<file path="src/rtl/lcd_rx_pkg.sv">
// Shared types and constants for the HD44780-style LCD bus receiver.
// Holds the state encoding, DDRAM address bounds and command-class decode.
package lcd_rx_pkg;

  typedef enum logic [1:0] {
    MODE8    = 2'd0,
    MODE4_HI = 2'd1,
    MODE4_LO = 2'd2
  } state_e;

  typedef enum logic [3:0] {
    CMD_NONE,
    CMD_CLEAR,
    CMD_HOME,
    CMD_ENTRY,
    CMD_DISP,
    CMD_SHIFT,
    CMD_FUNC,
    CMD_CGRAM,
    CMD_DDRAM
  } cmd_e;

  localparam int CNT_W = 18;

  localparam logic [7:0] ASCII_SPACE = 8'h20;

  localparam logic [6:0] ROW_A_FIRST = 7'h00;
  localparam logic [6:0] ROW_A_LAST  = 7'h0F;
  localparam logic [6:0] LINE0_END   = 7'h27;
  localparam logic [6:0] ROW_B_FIRST = 7'h40;
  localparam logic [6:0] ROW_B_LAST  = 7'h4F;
  localparam logic [6:0] LINE1_END   = 7'h67;

  localparam logic [7:0] MASK_DDRAM = 8'h80;
  localparam logic [7:0] MASK_CGRAM = 8'h40;
  localparam logic [7:0] MASK_FUNC  = 8'h20;
  localparam logic [7:0] MASK_SHIFT = 8'h10;
  localparam logic [7:0] MASK_DISP  = 8'h08;
  localparam logic [7:0] MASK_ENTRY = 8'h04;
  localparam logic [7:0] MASK_HOME  = 8'h02;
  localparam logic [7:0] MASK_CLEAR = 8'h01;

  // Highest set bit selects the command class.
  function automatic cmd_e decode_cmd(logic [7:0] b);
    cmd_e c;
    if      ((b & MASK_DDRAM) != 8'h00) c = CMD_DDRAM;
    else if ((b & MASK_CGRAM) != 8'h00) c = CMD_CGRAM;
    else if ((b & MASK_FUNC)  != 8'h00) c = CMD_FUNC;
    else if ((b & MASK_SHIFT) != 8'h00) c = CMD_SHIFT;
    else if ((b & MASK_DISP)  != 8'h00) c = CMD_DISP;
    else if ((b & MASK_ENTRY) != 8'h00) c = CMD_ENTRY;
    else if ((b & MASK_HOME)  != 8'h00) c = CMD_HOME;
    else if ((b & MASK_CLEAR) != 8'h00) c = CMD_CLEAR;
    else                                c = CMD_NONE;
    return c;
  endfunction

  // Line ends wrap to the start of the other line; everything else is modulo 128.
  function automatic logic [6:0] step_addr(logic [6:0] a, logic inc);
    logic [6:0] n;
    if (inc) begin
      if      (a == LINE0_END) n = ROW_B_FIRST;
      else if (a == LINE1_END) n = ROW_A_FIRST;
      else                     n = a + 7'd1;
    end else begin
      if      (a == ROW_A_FIRST) n = LINE1_END;
      else if (a == ROW_B_FIRST) n = LINE0_END;
      else                       n = a - 7'd1;
    end
    return n;
  endfunction

endpackage

</file>
<file path="src/rtl/lcd_rx_monitor_sampler.sv">
// Synchronises the asynchronous LCD bus and emits a registered strobe per E fall,
// carrying RS/RW/D as they were while the synchronised E was still high.
module lcd_bus_sampler (
  input  logic       clk,
  input  logic       reset_n,
  input  logic       lcd_e,
  input  logic       lcd_rs,
  input  logic       lcd_rw,
  input  logic [3:0] lcd_d,
  output logic       fall_stb,
  output logic       rs_s,
  output logic       rw_s,
  output logic [3:0] d_s
);

  // Bit 6 = E, bit 5 = RS, bit 4 = RW, bits 3:0 = D.
  logic [6:0] s1_q, s2_q, prev_q;
  logic       stb_q, rs_q, rw_q;
  logic [3:0] d_q;
  logic       fall;

  assign fall = prev_q[6] & ~s2_q[6];

  always_ff @(posedge clk or negedge reset_n) begin
    if (!reset_n) begin
      s1_q   <= '0;
      s2_q   <= '0;
      prev_q <= '0;
      stb_q  <= 1'b0;
      rs_q   <= 1'b0;
      rw_q   <= 1'b0;
      d_q    <= 4'h0;
    end else begin
      s1_q   <= {lcd_e, lcd_rs, lcd_rw, lcd_d};
      s2_q   <= s1_q;
      prev_q <= s2_q;
      stb_q  <= fall;
      if (fall) begin
        rs_q <= prev_q[5];
        rw_q <= prev_q[4];
        d_q  <= prev_q[3:0];
      end
    end
  end

  assign fall_stb = stb_q;
  assign rs_s     = rs_q;
  assign rw_s     = rw_q;
  assign d_s      = d_q;

endmodule

</file>
<file path="src/rtl/lcd_rx_monitor.sv">
// Receiving-end model of the 4-bit HD44780 LCD bus: decodes writes and keeps a
// shadow image of the two visible 16-char rows. States: MODE8 = 8-bit init phase,
// MODE4_HI = awaiting high nibble, MODE4_LO = awaiting low nibble (byte executes).
module lcd_rx_monitor
  import lcd_rx_pkg::*;
#(
  parameter int BUSY_CMD = 4000,
  parameter int BUSY_CLR = 164000
) (
  input  logic         clk,
  input  logic         reset_n,
  input  logic         lcd_e,
  input  logic         lcd_rs,
  input  logic         lcd_rw,
  input  logic [3:0]   lcd_d,
  output logic [127:0] row_a,
  output logic [127:0] row_b,
  output logic         disp_on,
  output logic         update,
  output logic         err,
  output logic         four_bit
);

  logic       fall_stb, rs_s, rw_s;
  logic [3:0] d_s;

  lcd_bus_sampler u_sampler (
    .clk      (clk),
    .reset_n  (reset_n),
    .lcd_e    (lcd_e),
    .lcd_rs   (lcd_rs),
    .lcd_rw   (lcd_rw),
    .lcd_d    (lcd_d),
    .fall_stb (fall_stb),
    .rs_s     (rs_s),
    .rw_s     (rw_s),
    .d_s      (d_s)
  );

  state_e             state_q, state_d;
  logic [127:0]       row_a_q, row_a_d, row_b_q, row_b_d;
  logic [6:0]         addr_q, addr_d;
  logic [3:0]         hi_q, hi_d;
  logic [CNT_W-1:0]   busy_q, busy_d;
  logic               inc_q, inc_d, cgram_q, cgram_d;
  logic               disp_q, disp_d, upd_q, upd_d, err_q, err_d, fourb_q, fourb_d;
  logic [7:0]         wr_byte;

  always_comb begin
    state_d = state_q;
    row_a_d = row_a_q;
    row_b_d = row_b_q;
    addr_d  = addr_q;
    hi_d    = hi_q;
    inc_d   = inc_q;
    cgram_d = cgram_q;
    disp_d  = disp_q;
    err_d   = err_q;
    fourb_d = fourb_q;
    upd_d   = 1'b0;
    busy_d  = (busy_q == '0) ? '0 : busy_q - 1'b1;
    wr_byte = (state_q == MODE8) ? {d_s, 4'h0} : {hi_q, d_s};

    if (fall_stb) begin
      case (state_q)
        MODE4_HI: begin
          hi_d    = d_s;
          state_d = MODE4_LO;
        end
        MODE8, MODE4_LO: begin
          if (state_q == MODE4_LO) state_d = MODE4_HI;
          if (!rw_s) begin
            if (busy_q != '0) err_d = 1'b1;
            busy_d = CNT_W'(BUSY_CMD);
            if (rs_s) begin
              if (!cgram_q) begin
                for (int i = 0; i < 16; i++) begin
                  if (addr_q == (ROW_A_FIRST + 7'(i))) begin
                    row_a_d[127-8*i -: 8] = wr_byte;
                    upd_d = 1'b1;
                  end
                  if (addr_q == (ROW_B_FIRST + 7'(i))) begin
                    row_b_d[127-8*i -: 8] = wr_byte;
                    upd_d = 1'b1;
                  end
                end
                addr_d = step_addr(addr_q, inc_q);
              end
            end else begin
              case (decode_cmd(wr_byte))
                CMD_DDRAM: begin
                  addr_d  = wr_byte[6:0];
                  cgram_d = 1'b0;
                end
                CMD_CGRAM: cgram_d = 1'b1;
                CMD_FUNC: begin
                  state_d = wr_byte[4] ? MODE8 : MODE4_HI;
                  fourb_d = ~wr_byte[4];
                end
                CMD_DISP:  disp_d = wr_byte[2];
                CMD_ENTRY: inc_d  = wr_byte[1];
                CMD_HOME: begin
                  addr_d = 7'h00;
                  busy_d = CNT_W'(BUSY_CLR);
                end
                CMD_CLEAR: begin
                  row_a_d = {16{ASCII_SPACE}};
                  row_b_d = {16{ASCII_SPACE}};
                  addr_d  = 7'h00;
                  inc_d   = 1'b1;
                  busy_d  = CNT_W'(BUSY_CLR);
                  upd_d   = 1'b1;
                end
                default: ;
              endcase
            end
          end
        end
        default: state_d = MODE8;
      endcase
    end
  end

  always_ff @(posedge clk or negedge reset_n) begin
    if (!reset_n) begin
      state_q <= MODE8;
      row_a_q <= {16{ASCII_SPACE}};
      row_b_q <= {16{ASCII_SPACE}};
      addr_q  <= 7'h00;
      hi_q    <= 4'h0;
      busy_q  <= '0;
      inc_q   <= 1'b1;
      cgram_q <= 1'b0;
      disp_q  <= 1'b0;
      upd_q   <= 1'b0;
      err_q   <= 1'b0;
      fourb_q <= 1'b0;
    end else begin
      state_q <= state_d;
      row_a_q <= row_a_d;
      row_b_q <= row_b_d;
      addr_q  <= addr_d;
      hi_q    <= hi_d;
      busy_q  <= busy_d;
      inc_q   <= inc_d;
      cgram_q <= cgram_d;
      disp_q  <= disp_d;
      upd_q   <= upd_d;
      err_q   <= err_d;
      fourb_q <= fourb_d;
    end
  end

  assign row_a    = row_a_q;
  assign row_b    = row_b_q;
  assign disp_on  = disp_q;
  assign update   = upd_q;
  assign err      = err_q;
  assign four_bit = fourb_q;

endmodule
</file>
<file path="config.mk">
export PLATFORM = sky130hd
export DESIGN_NAME = lcd_rx_monitor
export DESIGN_NICKNAME = d
export VERILOG_FILES = /design/src/rtl/lcd_rx_pkg.sv /design/src/rtl/lcd_rx_monitor_sampler.sv /design/src/rtl/lcd_rx_monitor.sv
export SDC_FILE = /design/constraint.sdc
export NUM_CORES = 1
export LEC_CHECK = 0
export ABC_CLOCK_PERIOD_IN_PS = 4500
export CAP_MARGIN = 20
export CORE_MARGIN = 4
export CORE_UTILIZATION = 55
export DETAILED_ROUTE_END_ITERATION = 8
export GPL_ROUTABILITY_DRIVEN = 0
export PLACE_DENSITY_LB_ADDON = 0.3
export SETUP_SLACK_MARGIN = 0.3
export SLEW_MARGIN = 30
export SYNTH_ARGS = -nofsm -noshare
export SYNTH_HDL_FRONTEND = slang
export SYNTH_SLANG_ARGS = --single-unit
</file>
<file path="constraint.sdc">
create_clock -name clk -period 4.5 [get_ports clk]
set_input_delay 0.9 -clock clk [delete_from_list [all_inputs] [get_ports clk]]
set_output_delay 0.9 -clock clk [all_outputs]
set_load 0.005 [all_outputs]
</file>
# --- After elaboration in Yosys (flattened, before gate mapping) ---
# Cells that the tools add are included.
op_classes:
  addsub: 3
  eq_ne: 75
  n_mux: 110
  bitwise_logic: 5
  reduce_logical: 49
op_table:
  columns: ["operator", "n"]
  rows:
  - ["128-bit two-way mux", 5]
  - ["8-bit two-way mux", 33]
  - ["6-bit AND reduction", 32]
  - ["7-bit == test, second input constant", 17]
  - ["18-bit two-way mux", 6]
  - ["2-bit != test, second input constant", 33]
  - ["7-bit by 4-bit == test with 1-bit output, second input constant", 8]
  - ["7-bit two-way mux", 7]
  - ["1-bit two-way mux", 40]
  - ["7-bit by 3-bit == test with 1-bit output, second input constant", 4]
  - ["5-bit AND reduction", 5]
  - ["4-bit two-way mux", 5]
  - ["18-bit zero test", 1]
  - ["18-bit nonzero test", 1]
  - ["18-bit by 1-bit subtractor with 18-bit output, second input constant", 1]
  - ["7-bit by 2-bit == test with 1-bit output, second input constant", 2]
  - ["7-bit one-hot mux with 2 select lines", 1]
  - ["4-bit by 3-bit == test with 1-bit output, second input constant", 3]
  - ["2-bit two-way mux", 6]
  - ["3-bit two-way mux", 4]
  - ["4-bit by 2-bit == test with 1-bit output, second input constant", 2]
  - ["7-bit by 1-bit adder with 7-bit output, second input constant", 1]
  - ["7-bit by 1-bit == test with 1-bit output, second input constant", 1]
  - ["7-bit by 6-bit == test with 1-bit output, second input constant", 1]
  - ["16 further kinds", 23]
word_totals:
  register_bits: 321
  input_bits: 9

# --- Longest topological paths before layout ---
# Gate-level depths: netlist of the first run.
logic_depth:
  depth_word: 38
  mapped_depth: 9

# --- Cells and area by module ---
# Synthesis of the first run repeated with hierarchy kept, for this count alone.
unflattened:
  cells_unflattened: 965
  area_unflattened_um2: 13853.3
by_module_without_submodules:
  columns: ["module", "n_inst", "cells_per_inst", "area_per_inst_um2", "seq_area_each_um2"]
  rows:
  - ["lcd_rx_monitor", 1, 929, 13037.5, 7373.3]
  - ["lcd_bus_sampler", 1, 36, 815.8, 700.7]

# --- Least setup slack after synthesis of the first run ---
# OpenSTA, ideal clock, no wires.
synth_timing:
  path_kind: "flip-flop to flip-flop"
  start: "reg state_q[1]"
  end: "reg row_a_q[127], in the netlist row_a[127]"
  setup_time_ns: 0.121
  arrival_ns: 2.409
  slack_ns: 1.970
  path_stages_with_launch: 9
  period_less_slack_ns: 2.530
  cell_sequence: "dfrtp_1 buf_2 o22a_1 or4_1 buf_2 a2111oi_4 buf_6 o21ai_2 a22o_1"
synth_between:
  elab_chain_cells: 17
synth_lines:
  columns: ["item", "line", "source"]
  rows:
  - ["from (decl)", "lcd_rx_monitor.sv:40", "state_e state_q, state_d;"]
  - ["from (signal assigned)", "lcd_rx_monitor.sv:139", "state_q <= state_d;"]
  - ["2-bit zero test", "lcd_rx_monitor.sv:62, lcd_rx_monitor.sv:65", null]
  - ["8-bit two-way mux", "lcd_rx_monitor.sv:62", "wr_byte = (state_q == MODE8) ? {d_s, 4'h0} : {hi_q, d_s};"]
  - ["1-bit two-way mux", "lcd_rx_pkg.sv:53", "else if ((b & MASK_CLEAR) != 8'h00) c = CMD_CLEAR;"]
  - ["2-bit two-way mux", "lcd_rx_pkg.sv:52", "else if ((b & MASK_HOME) != 8'h00) c = CMD_HOME;"]
  - ["2-bit two-way mux", "lcd_rx_pkg.sv:51", "else if ((b & MASK_ENTRY) != 8'h00) c = CMD_ENTRY;"]
  - ["3-bit two-way mux", "lcd_rx_pkg.sv:50", "else if ((b & MASK_DISP) != 8'h00) c = CMD_DISP;"]
  - ["3-bit two-way mux", "lcd_rx_pkg.sv:49", "else if ((b & MASK_SHIFT) != 8'h00) c = CMD_SHIFT;"]
  - ["3-bit two-way mux", "lcd_rx_pkg.sv:48", "else if ((b & MASK_FUNC) != 8'h00) c = CMD_FUNC;"]
  - ["3-bit two-way mux", "lcd_rx_pkg.sv:47", "else if ((b & MASK_CGRAM) != 8'h00) c = CMD_CGRAM;"]
  - ["4-bit two-way mux", "lcd_rx_pkg.sv:46", "if ((b & MASK_DDRAM) != 8'h00) c = CMD_DDRAM;"]
  - ["4-bit two-way mux", "lcd_rx_monitor.sv:75", "if (rs_s) begin"]
  - ["4-bit two-way mux", "lcd_rx_monitor.sv:72", "if (!rw_s) begin"]
  - ["4-bit two-way mux", "lcd_rx_monitor.sv:65", "case (state_q)"]
  - ["4-bit two-way mux", "lcd_rx_monitor.sv:64", "if (fall_stb) begin"]
  - ["4-bit by 1-bit == test with 1-bit output", "lcd_rx_monitor.sv:90", "case (decode_cmd(wr_byte))"]
  - ["2-bit nonzero test (no line)", null, null]
  - ["6-bit AND reduction (no line)", null, null]
  - ["to (signal assigned)", "lcd_rx_monitor.sv:127", "row_a_q <= {16{ASCII_SPACE}};"]
  - ["to (signal assigned)", "lcd_rx_monitor.sv:140", "row_a_q <= row_a_d;"]
  - ["to (decl)", "lcd_rx_monitor.sv:41", "logic [127:0] row_a_q, row_a_d, row_b_q, row_b_d;"]
# Several ways; a longest one is shown, not always the timed one. The select of a mux whose other input is x is not followed.
# A chain may end at the register's enable or synchronous reset.

# --- Final worst setup path of the first run ---
layout_timing:
  start: "reg state_q[0]"
  end: "reg row_a_q[7], in the netlist row_a[7]"
# Same word-level chain as after synthesis.

==> impl_metrics.csv, run 1 <==
group,metric,value,unit
power,power.leakage,7.63,nW
logic_synthesis,ys.flop_type,"sky130_fd_sc_hd__dfrtp_1",
min_path,worst_hold_path_type,"primary input to async pin",
timing,grt_setup_unrepaired,"no",
clock_network,holdBufCountCts,0,
place,dpl.hpwl,26000,µm
floorplan,die_y,163,µm
clock_network,tritoncts_clock_tree,"done",
power,power_density,547,nW/µm²
finish,num-nets-final,1321,
timing,final_critical_path_setup_slack,1080,ps
logic_synthesis,synth_top_area_share,54.7,%
clock_network,cts_made_buffers,31,
place,io_buffers,268,
detailed_routing,detailroute.via_count,10200,
critical_path,cp_top_family,"compound AO/OA/AOI/OAI gates",
critical_path,cp.arrival,3870,ps
floorplan,placementRows,56,
logic_synthesis,synthDominantAreaCellType,"sky130_fd_sc_hd__dfrtp_1",
clock_network,max-clock-path-buffers,3,
critical_path,crit_required,4950,ps
logic_synthesis,ys_async_sr_fraction,100,%
finish,postLayoutCoreUtil,73.4,%
finish,inserted_diodes,0,
timing,timing_worst_slew_pin_value,968,ps
logic_synthesis,synth-edff-count,0,
global_routing,grt_pass1_vias,10400,
logic_synthesis,synth.lib_cells_used.distinct,70,
critical_path,worstSetupPathType,"flop to flop",
critical_path,worst-path-max-fanout,16,
logic_synthesis,syn_area_per_cell,12.4,µm²
logic_synthesis,synth_warnings,0,
timing,report.final.slew_viol_count,0,
logic_synthesis,postSynthNetCount,1077,
clock_network,post_cts_clock_slew_at_the_launch_and_capture_registers_of_the_worst_setup_and_hold_paths,60,ps
finish,fillers,1610,
critical_path,cp-end-kind,"flop",
detailed_routing,drt_first_iter_violations,896,
critical_path,timing.critical_path.buf_inv,1,
global_routing,global_route.overflow_total,0,
logic_synthesis,ys_seq_elements,321,
detailed_routing,drcViolationCount,0,
outcome,outcome,"finished, final reports clean",
logic_synthesis,synth-seq-area-share,61.3,%
clock_network,htree_num_levels,1,
logic_synthesis,synth.most_common_cell,"sky130_fd_sc_hd__dfrtp_1",
detailed_routing,vias_per_cell,6.16,
clock_network,clk_root_buffer_cell,"sky130_fd_sc_hd__clkbuf_16",
global_routing,global_route_wire_length_before_repair,60900,µm
finish,layout_area_growth_over_synthesis,31.1,%
clock_network,postCtsSetupRepairBufs,0,
run,number_of_max_cap_violations,0,
power,ir_worst_vdd,422,µV
detailed_routing,firstDrtPassIters,7,
floorplan,ioPinCount,269,
logic_synthesis,netlist_top_cells_count,"sky130_fd_sc_hd__dfrtp_1, sky130_fd_sc_hd__a22o_1, sky130_fd_sc_hd__mux2_2",
critical_path,slowest_stage,"sky130_fd_sc_hd__dfrtp_1",
logic_synthesis,synthesis.area,13200,µm²
timing,final_hold_slack,295,ps
timing,finalClockSkew,14.3,ps
global_routing,grt_antenna_before_repair,1,
timing,post-route-period-util,76.1,%
clock_network,clock_sink_count,321,
critical_path,crit_start_category,"flop",
finish,fraction_of_layout_cells_with_a_size_suffix_above_1,16.0,%
place,preCtsSetupSlack,1180,ps
timing,finalSetupTns,0,ps
clock_network,clk_lat_worst_skew,560,ps
detailed_routing,avgRoutedWirePerCell,23.7,µm
floorplan,initial_utilization,56.0,%
global_routing,grt_start_max_net_pins,124,
timing,hold_viol_final,0,
critical_path,timing.critical_path.slowest_cell_delay,660,ps
finish,sequential_cell_area,8070,µm²
critical_path,ordered_cell_list_for_the_critical_path,"or2_1 -> o21ai_2 -> or4_1 -> a2111oi_4 -> buf_4 -> o21ai_1 -> a22o_1",
floorplan,die_w,163,µm
floorplan,dieArea,26500,µm²
logic_synthesis,syn-instance-count,1062,
timing,finalWorstPathRequiredPeriod,3420,ps
timing,relSlewSlack,34.8,%
floorplan,design.core.area,23500,µm²
clock_network,cts-resized-gates,0,
timing,achievable-frequency,292,MHz
logic_synthesis,synth_area_leaders,"sky130_fd_sc_hd__dfrtp_1, sky130_fd_sc_hd__a22o_1, sky130_fd_sc_hd__dfstp_2",
finish,multi_input_area,4730,µm²
detailed_routing,antenna_violating_nets_remaining,0,
timing,setup_viol_count_final,0,
detailed_routing,wirelength,39100,µm
global_routing,groute.usage.overall,29.1,%
[layout make-up]
| type | instances | area share, % |
|---|---|---|
| timing repair buffer | 283 | 16.3 |
| clock inverter | 22 | 1.80 |
| sequential | 321 | 46.7 |
| clock buffer | 36 | 4.83 |
| multi-input combinational | 640 | 27.4 |
| inverter | 29 | 0.630 |
| tap | 319 | 2.31 |
[cells in the final DEF, fill, tap and decap left out, drive strengths merged, types with 4 or more instances in the layout]
| master | n |
|---|---|
| clkdlybuf4s50 | 267 |
| ha | 6 |
| a22o | 143 |
| nor2 | 64 |
| xor2 | 8 |
| nand2 | 63 |
| o21ai | 35 |
| xnor2 | 12 |
| dfstp | 33 |
| nor2b | 5 |
| and3 | 11 |
| nand3 | 21 |
| clkbuf | 36 |
| nor3b | 6 |
| mux2 | 72 |
| inv | 27 |
| bufinv | 7 |
| or3 | 5 |
| a32o | 5 |
| clkinv | 14 |
| nor3 | 20 |
| nor4 | 5 |
| or4 | 4 |
| dfrtp | 288 |
| o2bb2ai | 23 |
| buf | 16 |
| a22oi | 14 |
| or2 | 4 |
| a21oi | 27 |
| nand2b | 7 |
| a211oi | 7 |
| a31oi | 12 |
| and2 | 13 |
[routing by layer]
| layer | global-route usage [%] | share of wire (%) |
|---|---|---|
| met1 | 39.2 | 39 |
| met2 | 45.5 | 46 |
| met3 | 8.66 | 11 |
| met4 | 10.6 | 3.8 |
| met5 | 0 | 0.033 |
[report_power, final]
part,internal (mW),switching (mW)
Combinational,1.25,1.42
Clock,1.74,1.13
Sequential,3.45,0.460
Total,6.43,3.01
[worst register-to-register path: stages (launching register included)]
cell and delay (ps):
sky130_fd_sc_hd__dfrtp_1 660, sky130_fd_sc_hd__or2_1 510, sky130_fd_sc_hd__o21ai_2 210, sky130_fd_sc_hd__or4_1 590
sky130_fd_sc_hd__a2111oi_4 390, sky130_fd_sc_hd__buf_4 350, sky130_fd_sc_hd__o21ai_1 290, sky130_fd_sc_hd__a22o_1 320
[worst paths after layout]
| path | from | endpoint | slack (ps) | depth (start not counted) |
|---|---|---|---|---|
| max in group asynchronous | reset_n | row_a[26] | 3000 | 2 |
| setup / recovery | state_q[0] | row_a[7] | 1080 | 7 |
| min in group clk | u_sampler.s1_q[6] | u_sampler.s2_q[6] | 350 | 0 |
| hold reg to reg | u_sampler.s1_q[6] | u_sampler.s2_q[6] | 350 | 0 |
| setup reg to reg | state_q[0] | row_a[7] | 1080 | 7 |
| hold / removal | reset_n | row_b[75] | 290 | 1 |
[state kept, by name, indices dropped and copies added, names as in the netlist]
register            count
cgram_q                 1
u_sampler.s2_q          7
busy_q                 18
four_bit                1
err                     1
u_sampler.rw_s          1
hi_q                    4
inc_q                   1
state_q                 2
disp_on                 1
addr_q                  7
u_sampler.prev_q        7
u_sampler.rs_s          1
u_sampler.d_s           4
u_sampler.s1_q          7
update                  1
u_sampler.fall_stb      1
row_b                 128
row_a                 128
[kinds of logic (layout without fill, tap and decap cells)]
family,count (synthesis),after routing,synth area share [%]
fa+ha+maj,6,6,0.570
buf+inv,101,370,3.07
xor+xnor,20,20,1.33
flops,321,321,61.3
simple gates,236,236,8.70
mux,73,73,6.23
compound gates,305,305,18.8
[stage by stage]
stage	instance area, µm²	power (mW)	cells
after floorplan	13200	5.27	1062
after global placement	16100	6.48	1592
after detailed placement	16100	6.56	1592
after CTS	17300	9.44	1650
after global routing	17300	9.90	1650
final	17300	9.44	1650
Note: power is estimated with default switching activity, not from simulation.
==> inputs of run 2 (changes only) <==
--- a/config.mk
+++ b/config.mk
@@ -5,10 +5,10 @@
 export SDC_FILE = /design/constraint.sdc
 export NUM_CORES = 1
 export LEC_CHECK = 0
-export ABC_CLOCK_PERIOD_IN_PS = 4500
+export ABC_CLOCK_PERIOD_IN_PS = 3100
 export CAP_MARGIN = 20
 export CORE_MARGIN = 4
-export CORE_UTILIZATION = 55
+export CORE_UTILIZATION = 46
 export DETAILED_ROUTE_END_ITERATION = 8
 export GPL_ROUTABILITY_DRIVEN = 0
 export PLACE_DENSITY_LB_ADDON = 0.3
==> constraint.sdc (replaced) <==
create_clock -name clk -period 3.1 [get_ports clk]
set_input_delay 0.62 -clock clk [delete_from_list [all_inputs] [get_ports clk]]
set_output_delay 0.62 -clock clk [all_outputs]
set_load 0.005 [all_outputs]
==> impl_metrics.csv, run 2 (same netlist as run 1, synthesis figures left out) <==
group,metric,value,unit
finish,stdcell_count,1741,
critical_path,crit_start_category,"flop",
global_routing,grt_start_max_net_pins,89,
detailed_routing,antenna_violating_nets_remaining,0,
critical_path,crit_required,3540,ps
critical_path,slowest_stage,"sky130_fd_sc_hd__a31oi_1",
timing,hold_viol_final,0,
outcome,outcome,"finished, final reports clean",
global_routing,grt_pass1_vias,10300,
floorplan,placementRows,61,
finish,most_frequent_standard_cell_in_the_layout_excluding_fill_and_tap_cells,"sky130_fd_sc_hd__dfrtp_1",
timing,timing_worst_slew_pin_value,784,ps
floorplan,die_y,177,µm
detailed_routing,vias_per_cell,5.88,
timing,final_hold_slack,56.6,ps
place,io_buffers,268,
power,ir_worst_vdd,536,µV
timing,setup_viol_count_final,0,
critical_path,cp-end-kind,"flop",
timing,grt_setup_unrepaired,"yes",
global_routing,gr-usage-met1,34.8,%
critical_path,timing.critical_path.slowest_cell_delay,600,ps
timing,final_critical_path_setup_slack,405,ps
global_routing,globalRouteMet2Util,37.4,%
power,p_total,13.9,mW
finish,fraction_of_layout_cells_with_a_size_suffix_above_1,18.6,%
critical_path,ordered_cell_list_for_the_critical_path,"or3b_2 -> nand2_1 -> a21o_1 -> a21boi_2 -> buf_12 -> a31oi_1 -> a22o_1",
clock_network,clk_root_buffer_cell,"sky130_fd_sc_hd__clkbuf_16",
timing,finalWorstPathRequiredPeriod,2690,ps
detailed_routing,detailroute.via_count,10200,
detailed_routing,firstDrtPassIters,5,
timing,report.final.slew_viol_count,0,
timing,achievable-frequency,371,MHz
detailed_routing,wirelength,40500,µm
run,number_of_max_cap_violations,0,
finish,inserted_diodes,0,
timing,finalSetupTns,0,ps
clock_network,htree_num_levels,2,
detailed_routing,drt_first_iter_violations,1051,
finish,postLayoutCoreUtil,63.1,%
finish,num-nets-final,1353,
clock_network,tritoncts_clock_tree,"done",
clock_network,clock_sink_count,321,
timing,finalClockSkew,20.8,ps
clock_network,clk_lat_worst_skew,520,ps
critical_path,worstSetupPathType,"flop to flop",
clock_network,max-clock-path-buffers,3,
detailed_routing,avgRoutedWirePerCell,23.3,µm
floorplan,ioPinCount,269,
timing,relSlewSlack,47.5,%
finish,most_frequent_cells_in_the_layout,"sky130_fd_sc_hd__dfrtp_1, sky130_fd_sc_hd__clkdlybuf4s50_1, sky130_fd_sc_hd__a22o_1",
place,preCtsSetupSlack,265,ps
global_routing,groute.usage.overall,25.1,%
power,power.leakage,7.79,nW
floorplan,design.core.area,28000,µm²
global_routing,global_route_wire_length_before_repair,61700,µm
timing,post-route-period-util,86.9,%
finish,fin_area,17700,µm²
power,power_density,786,nW/µm²
finish,layout_area_growth_over_synthesis,34.2,%
floorplan,die_w,177,µm
place,dpl.hpwl,27300,µm
clock_network,cts_made_buffers,35,
global_routing,grt_antenna_before_repair,0,
floorplan,dieArea,31400,µm²
critical_path,worst-path-max-fanout,26,
detailed_routing,drcViolationCount,0,
global_routing,gr-max-usage-layer,"met2",
clock_network,post_cts_clock_slew_at_the_launch_and_capture_registers_of_the_worst_setup_and_hold_paths,70,ps
critical_path,cp.arrival,3130,ps
global_routing,global_route.overflow_total,0,
place,post_dp_cell_area,16500,µm²
place,numPlacedInstances,1678,
floorplan,initial_utilization,47.0,%
global_routing,gr-usage-met3,9.06,%
min_path,worst_hold_path_type,"primary input to async pin",
run 2: cell count changes in the layout (fill, tap and decap cells not counted), moves of 3 or more:
cell,previous run,this run
sky130_fd_sc_hd__a31oi_1,10,7
sky130_fd_sc_hd__buf_12,1,6
sky130_fd_sc_hd__buf_4,14,36
sky130_fd_sc_hd__bufinv_16,7,1
sky130_fd_sc_hd__clkbuf_1,1,6
sky130_fd_sc_hd__clkbuf_16,31,35
sky130_fd_sc_hd__clkbuf_8,4,13
sky130_fd_sc_hd__clkinv_4,3,0
sky130_fd_sc_hd__o21ai_1,5,0
sky130_fd_sc_hd__o21ai_2,11,16
run 2: final timing paths:
check | endpoint | depth (start not counted) | slack (ps) | from
max reg2reg | row_b[89] | 7 | 410 | state_q[1]
max in group asynchronous | row_b[21] | 2 | 2130 | reset_n
min in group clk | u_sampler.s2_q[1] | 0 | 350 | u_sampler.s1_q[1]
min | row_b[91] | 1 | 60 | reset_n
max | row_b[89] | 7 | 410 | state_q[1]
min reg2reg | u_sampler.s2_q[1] | 0 | 350 | u_sampler.s1_q[1]
run 2: report_power, final:
group	total [mW]	internal (mW)	leakage, nW	switching, mW
Clock	4.13	2.47	0.570	1.65
Sequential	5.63	5.01	4.24	0.621
Combinational	4.15	1.97	2.98	2.18
run 2: worst max-delay path, delay by kind of cell (launching register included):
kind,cells,cell delay (ps)
flops,1,500
simple gates,2,660
buf+inv,1,180
compound gates,4,1260
run 2: cell type report:
cell class / count / area, µm²
clock inverter: 8 / 71.3
sequential: 321 / 8080
inverter: 29 / 109
timing repair buffer: 311 / 3090
fill: 2192 / 10300
clock buffer: 54 / 1080
multi-input combinational: 640 / 4790
tap: 378 / 473
run 2: metal layers:
layer  routed length (µm)  share of wire (%)
met2                18200                 45
met3                 4540                 11
met5                    0                  0
met1                16600                 41
met4                 1200                3.0
run 2: what timing repair did:
action | CTS | global route
hold buffers | 0 | 0
endpoints found under the hold margin | 0 | 0
endpoints found under the setup margin | 28 | 210
gates resized for setup | 1 | 14
setup buffers | 0 | 1
pin swaps | 0 | 0
==> inputs of run 3 (changes only) <==
--- a/config.mk
+++ b/config.mk
@@ -5,7 +5,6 @@
 export SDC_FILE = /design/constraint.sdc
 export NUM_CORES = 1
 export LEC_CHECK = 0
-export ABC_CLOCK_PERIOD_IN_PS = 3100
 export CAP_MARGIN = 20
 export CORE_MARGIN = 4
 export CORE_UTILIZATION = 46
==> results of run 3 <==
The final DEF is identical to that of run 2; final timing and power are the same.
==> RTL change (flow settings as in run 2) <==
Encoding of `state_e`: now one-hot (3 bits for 3 states).
--- a/src/rtl/lcd_rx_pkg.sv
+++ b/src/rtl/lcd_rx_pkg.sv
@@ -4,6 +4,6 @@
 
-  typedef enum logic [1:0] {
-    MODE8    = 2'd0,
-    MODE4_HI = 2'd1,
-    MODE4_LO = 2'd2
+  typedef enum logic [2:0] {
+    MODE8    = 3'b001,
+    MODE4_HI = 3'b010,
+    MODE4_LO = 3'b100
   } state_e;
Check against the original RTL: no difference found for any inputs over 4 cycles, from zero or initial values and one cycle with reset_n low; so few cycles prove little.
==> RTL change against run 2 <==
- final area up 5.7%
- count of clock-buffer cells in the layout unchanged
- first-iteration DRC count decreased by 17%
- clock power rose by 4%
- power is 16% lower
- critical path depth is the same
- cell count shrank 1.3%
- setup slack got worse by 0.012 ns
- sequential cell count rose by 1
- area after synthesis grew 6.6%
- core utilization is 0.55 points lower
- wire length fell by 8.4%
==> RTL change: results (changes against run 2) <==
Outcome
  – Status: finished clean

Layout
  – Non-clock buffer count: 317 (+1.9%)
  – Signal buf overhead: 17.2% (-0.28 points)
  – Fillers: 2263 (+3.2%)
  – Area of the multi-input gates: 5640 um2 (+18%)
  – Reg area: 8100 um2 (+0.29%)

Yosys
  – Top post-synthesis cells by area: dfrtp_1 51%, mux2_4 11%, dfstp_2 6.4%
  – Synthesized Nets: 1023 (-5.0%)
  – Library cells used by synthesis: 75 (+7.1%)
  – Post-synthesis sequential area ratio: 57.7% (-3.6 points)
  – Post-synthesis compound-gate area fraction: 12.5% (-6.4 points)
  – Post-synthesis adder-cell area fraction: 0.534% (-0.035 points)

Drt
  – Detail Route met3 WL: 2.78 mm (-39%)
  – Initial DRC Count: 874 (-17%)

Worst setup path
  – R2r endpoint: row_b[38]$_DFFE_PN0P_
  – WP data arrival: 3.09 ns (-0.04 ns)
  – Slowest-stage cell, CP: dfstp_2

GRT
  – Met1 usage: 30.0% (-4.8 points)
  – Met3 Resource Use GR: 5.28% (-3.8 points)
  – All-layer global routing usage: 21.7% (-3.3 points)
  – Met2 Use GR: 34.9% (-2.5 points)
  – Vias in the first global route: 9646 (-6.4%)
  – First-pass GRT wire length: 57.7 mm (-6.5%)

Power and ir drop
  – Static Leak: 8.73 nW (+12%)

Place
  – HPWL after DPL: 25.8 mm (-5.3%)
## RTL change: cell types whose count changed after synthesis, sizes merged, moves of 10 or more
cell,delta
a22o,-68
o2bb2ai,-22
o21ai,+44
mux2,+105
inv,-11
clkbuf,-10
a22oi,-11
a21oi,-18
nand2,+11
nand3,-10
nor2,-15
## RTL change: metrics by stage
stage	cell area (um2)	power (mW)	setup WS (ns)	instances
2_1_floorplan	14000	6.37	0.488	1008
3_3_place_gp	17400	7.43	0.349	1653
3_5_place_dp	17400	7.49	0.262	1653
4_1_cts	18700	11.8	0.313	1716
5_1_grt	18700	12.2	0.300	1718
6_report	18700	11.7	0.393	1718
## RTL change: timing repair
item / CTS / global route
pin swaps: 1 / 0
endpoints found under the setup margin: 50 / 67
cloned: 0 / 0
setup buffers: 1 / 2
gates resized for setup: 2 / 4
hold buffers: 0 / 0
## RTL change: power breakdown
| group | internal, mW | switching, mW |
|---|---|---|
| combinational | 1.23 | 1.15 |
| clock | 2.66 | 1.63 |
| sequential | 4.68 | 0.386 |
